[src/rtl/seq_divider_unit.sv]
// Multi-cycle unsigned restoring divider: one quotient bit per clock, N iterations.
// Divide-by-zero short-circuits straight to DONE with Q = all ones, R = A.
module seq_divider_unit #(
    parameter int N = 4
) (
    input  logic         clk,
    input  logic         rst_n,
    input  logic         start,
    input  logic [N-1:0] A,
    input  logic [N-1:0] B,
    output logic         busy,
    output logic         done,
    output logic [N-1:0] Q,
    output logic [N-1:0] R,
    output logic         div_zero
);

    localparam int CW = (N > 2) ? $clog2(N) : 1;

    typedef enum logic [1:0] {
        S_IDLE = 2'd0,
        S_CALC = 2'd1,
        S_DONE = 2'd2
    } state_t;

    state_t        state_q, state_d;
    logic [CW-1:0] count_q, count_d;
    logic [N-1:0]  p_q, p_d;
    logic [N-1:0]  qs_q, qs_d;
    logic [N-1:0]  dvs_q, dvs_d;
    logic [N-1:0]  q_q, q_d;
    logic [N-1:0]  r_q, r_d;
    logic          dz_q, dz_d;

    logic          b_zero;
    logic          last_iter;
    logic [N:0]    p_sh;
    logic [N:0]    t;
    logic [N-1:0]  p_nx;
    logic [N-1:0]  qs_nx;

    assign b_zero    = (B == '0);
    assign last_iter = (count_q == CW'(N - 1));

    // Partial remainder is always < divisor, so the shifted value fits N+1 bits
    // and the subtraction borrow lands in t[N].
    assign p_sh  = {p_q, qs_q[N-1]};
    assign t     = p_sh - {1'b0, dvs_q};
    assign p_nx  = t[N] ? p_sh[N-1:0] : t[N-1:0];
    assign qs_nx = {qs_q[N-2:0], ~t[N]};

    always_ff @(posedge clk or negedge rst_n) begin
        if (!rst_n) begin
            state_q <= S_IDLE;
        end else begin
            state_q <= state_d;
        end
    end

    always_comb begin
        state_d = state_q;
        case (state_q)
            S_IDLE: begin
                if (start) begin
                    state_d = b_zero ? S_DONE : S_CALC;
                end
            end
            S_CALC: begin
                if (last_iter) begin
                    state_d = S_DONE;
                end
            end
            S_DONE:  state_d = S_IDLE;
            default: state_d = S_IDLE;
        endcase
    end

    always_comb begin
        busy = (state_q != S_IDLE);
        done = (state_q == S_DONE);
    end

    always_comb begin
        count_d = count_q;
        p_d     = p_q;
        qs_d    = qs_q;
        dvs_d   = dvs_q;
        q_d     = q_q;
        r_d     = r_q;
        dz_d    = dz_q;
        case (state_q)
            S_IDLE: begin
                if (start) begin
                    if (b_zero) begin
                        q_d  = '1;
                        r_d  = A;
                        dz_d = 1'b1;
                    end else begin
                        qs_d    = A;
                        dvs_d   = B;
                        p_d     = '0;
                        count_d = '0;
                    end
                end
            end
            S_CALC: begin
                p_d     = p_nx;
                qs_d    = qs_nx;
                count_d = count_q + CW'(1);
                if (last_iter) begin
                    q_d  = qs_nx;
                    r_d  = p_nx;
                    dz_d = 1'b0;
                end
            end
            default: ;
        endcase
    end

    always_ff @(posedge clk or negedge rst_n) begin
        if (!rst_n) begin
            count_q <= '0;
            p_q     <= '0;
            qs_q    <= '0;
            dvs_q   <= '0;
            q_q     <= '0;
            r_q     <= '0;
            dz_q    <= 1'b0;
        end else begin
            count_q <= count_d;
            p_q     <= p_d;
            qs_q    <= qs_d;
            dvs_q   <= dvs_d;
            q_q     <= q_d;
            r_q     <= r_d;
            dz_q    <= dz_d;
        end
    end

    assign Q        = q_q;
    assign R        = r_q;
    assign div_zero = dz_q;

endmodule

[config.mk]
export PLATFORM = sky130hd
export DESIGN_NAME = seq_divider_unit
export DESIGN_NICKNAME = d
export VERILOG_FILES = /design/src/rtl/seq_divider_unit.sv
export SDC_FILE = /design/constraint.sdc
export NUM_CORES = 1
export LEC_CHECK = 0
export BUFFER_PORTS_ARGS = -buffer_cell sky130_fd_sc_hd__buf_2
export CAP_MARGIN = 30
export CORE_ASPECT_RATIO = 1.2
export CORE_MARGIN = 1
export CORE_UTILIZATION = 50
export DETAILED_ROUTE_END_ITERATION = 8
export GPL_ROUTABILITY_DRIVEN = 0
export PLACE_DENSITY = 0.72
export SYNTH_ARGS = -nofsm -noshare
export SYNTH_HDL_FRONTEND = slang
export SYNTH_SLANG_ARGS = --single-unit
[constraint.sdc]
create_clock -name clk -period 5.83 [get_ports clk]
set_clock_uncertainty 0.05 [all_clocks]
set_input_delay 1.4575 -clock clk [delete_from_list [all_inputs] [get_ports clk]]
set_output_delay 1.4575 -clock clk [all_outputs]
set_load 0.03 [all_outputs]
==> out/results.txt <==
status - finished clean
hold_buf cts - 0
storage element area - 626 sq um
routed len/inst - 15.1 microns
die area - 2990 sq um
first-pass GRT wire length - 4.80 mm
drt pass-1 iters - 4
synthesized netlist net count - 150
warnings from Yosys - 0
post-synthesis xor/xnor area fraction - 2.43%
Fmax achieved - 362 MHz
post-synthesis register bit count - 25
count leader, synth - dfrtp_1
Rows - 20
first-iteration detailed-routing DRC count - 26
mux contribution to synthesized area - 5.05%
ys flop type - dfrtp_1
total congestion overflow - 0
Critical Path Source - state_q[0]
Area Overhead vs Synth - 8.74%
fraction of layout cells with a size suffix above 1 - 25.2%
Final Setup Violations - 0
CTS sink count - 25
Die W - 50.1 microns
PD cells - 655 nW/um^2
ANT nets after route - 0
type of the most critical hold path - register to register
DR DRC count - 0
DP HPWL - 2.17 mm
worst hold slack - 0.445 ns
crit path max-delay cell type - dfrtp_1
Design Area, Final - 1510 sq um
Tot GR Track Use - 21.6%
Slew Limit Fails - 0
Worst Path Max Fanout - 11
Die H - 59.7 microns
CTS tree - yes
Avg Cell Area, Syn - 10.4 sq um
endpoints failing hold - 0
top cells by count, synth - 25 x dfrtp_1, 10 x nand2_1, 8 x a21oi_1
Netlist cell types - 37
Reg clk slew, reported paths - 0.12 ns
CP arrival - 1.26 ns
clock tree buffer depth - 2
via count - 1038
Worst setup SP type - register
synth top area cells - dfrtp_1 45%, ha_1 4.5%, mux2_4 4.3%
Port Buffers - 21
VDD IR-drop max - 0.000370 V
sequential share of the synthesized area - 45.0%
top-level port count - 22
Via density - 5.64
FFs w/ async S/R, synth - 100%
slowest cell delay on critical path - 0.51 ns
Tmin final - 2.77 ns
Slew @ Worst Pin - 0.551 ns
area leader, netlist - dfrtp_1
relative slew slack - 63.3%
Fillers - 230
clock root buffer - clkbuf_4
Core Region - 2580 sq um
CTS resizes - 0
adder-cell share of the synthesized area - 5.95%
final setup TNS - 0 ns
Post-Synth Simple-Gate Area - 16.4%
setup repair bufs after CTS - 0
Synth Area in Compound Gates - 19.5%
Post-synth EDFFs - 0
post-synth top area share - 45.0%
critical path's top delay family - flip-flops
Buf/Inv on CP - 2
WP data required - 4.32 ns
area used by multi-input combinational logic - 684 sq um
largest net degree at the start of global routing - 26
RSZ-0062 raised after global routing - no
Netlist Area Pre-Place - 1390 sq um
largest family of logic cells by synthesized area - compound AO/OA/AOI/OAI gates
Num CTS Buffers - 3
Post-Route WL - 2.78 mm
post-synthesis cell count - 133
initial antenna violation count - 0
Starting Density - 53.9%
Post-DP Area - 1480 sq um
# diodes - 0
endpoint type of the worst setup path - output port
Cell Chain, Critical Path - nor2_1, inv_1, buf_2
Skew-Pair Late Insertion Delay - 0.31 ns
Critical Setup Path Class - register to output port
H-tree depth - 1
final critical-path share of the clock period - 47.4%
vias in the first global route - 992
Hold Path Origin - count_q[0]
Reg2Reg Launch Point - qs_q[3]
Nets - 169
max cap viols - 0
leakage - 0.699 nW
-- registers in the layout, indices dropped and copies added, names as in the netlist --
name and count:
Q 4, R 4, count_q 2, div_zero 1
dvs_q 4, p_q 4, qs_q 4, state_q 2
-- power by group --
group | internal (mW) | leakage, nW | switching (mW) | total [mW]
Sequential | 0.257 | 0.301 | 0.0718 | 0.329
Combinational | 0.241 | 0.381 | 0.344 | 0.585
Clock | 0.0256 | 0.0177 | 0.0500 | 0.0756
Total | 0.524 | 0.699 | 0.466 | 0.990
-- area by class of cell --
type                       instances  area share [%]
tap                               33            2.73
timing repair buffer              21            6.96
multi-input combinational         94            45.3
inverter                           7            1.74
clock inverter                     1           0.331
sequential                        25            41.4
clock buffer                       3            1.49
-- per-layer routing --
layer	GRT usage, %	part of all wire, %	vias to the layer above
met1	28.5	46	507
met3	2.29	4.1	2
met2	37.3	49	21
met4	6.12	0.76	0
li1	-	-	508
met5	0	0	-
-- logic make-up (layout without fill, tap and decap cells) --
group,count (synthesis),after routing
AND/OR/NAND/NOR,42,42
AO/OA/AOI/OAI,38,38
flip-flops,25,25
buffers and inverters,14,32
adder cells (fa/ha/maj),6,6
multiplexers,5,5
XOR/XNOR,3,3
-- final timing paths --
path                              endpoint  slack (ns)  cells after the start
max in group asynchronous           p_q[3]        4.30                      1
worst max register to register        R[3]        3.54                      8
worst min-delay path            count_q[0]        0.45                      1
worst max-delay path                  busy        3.06                      3
worst min register to register  count_q[0]        0.45                      1
min in group asynchronous           p_q[1]        1.05                      1
-- stage by stage --
stage,util (%),setup slack (ns),instances,total power [mW]
floorplan,-,3.18,133,0.801
global placement,57.5,2.92,180,0.893
detailed placement,57.5,2.86,180,0.919
CTS,58.6,3.07,184,0.996
global route,58.6,2.93,184,1.07
finish,58.6,3.06,184,0.990
-- placed cells by master (no fill, tap or decap), drive strengths merged --
| cell type | n |
|---|---|
| a211o | 3 |
| a211oi | 3 |
| a21o | 2 |
| a21oi | 14 |
| a22o | 1 |
| a32o | 1 |
| a41oi | 1 |
| and2b | 1 |
| buf | 21 |
| clkbuf | 3 |
| clkinv | 1 |
| dfrtp | 25 |
| fa | 1 |
| ha | 5 |
| inv | 7 |
| mux2 | 4 |
| mux2i | 1 |
| nand2 | 10 |
| nand2b | 4 |
| nand3 | 5 |
| nand3b | 5 |
| nor2 | 7 |
| nor2b | 1 |
| nor3b | 3 |
| nor4 | 1 |
| o211ai | 1 |
| o21a | 1 |
| o21ai | 7 |
| o22a | 4 |
| or2 | 1 |
| or3 | 4 |
| xnor2 | 2 |
| xor2 | 1 |
(Power assumes the default switching activity.)
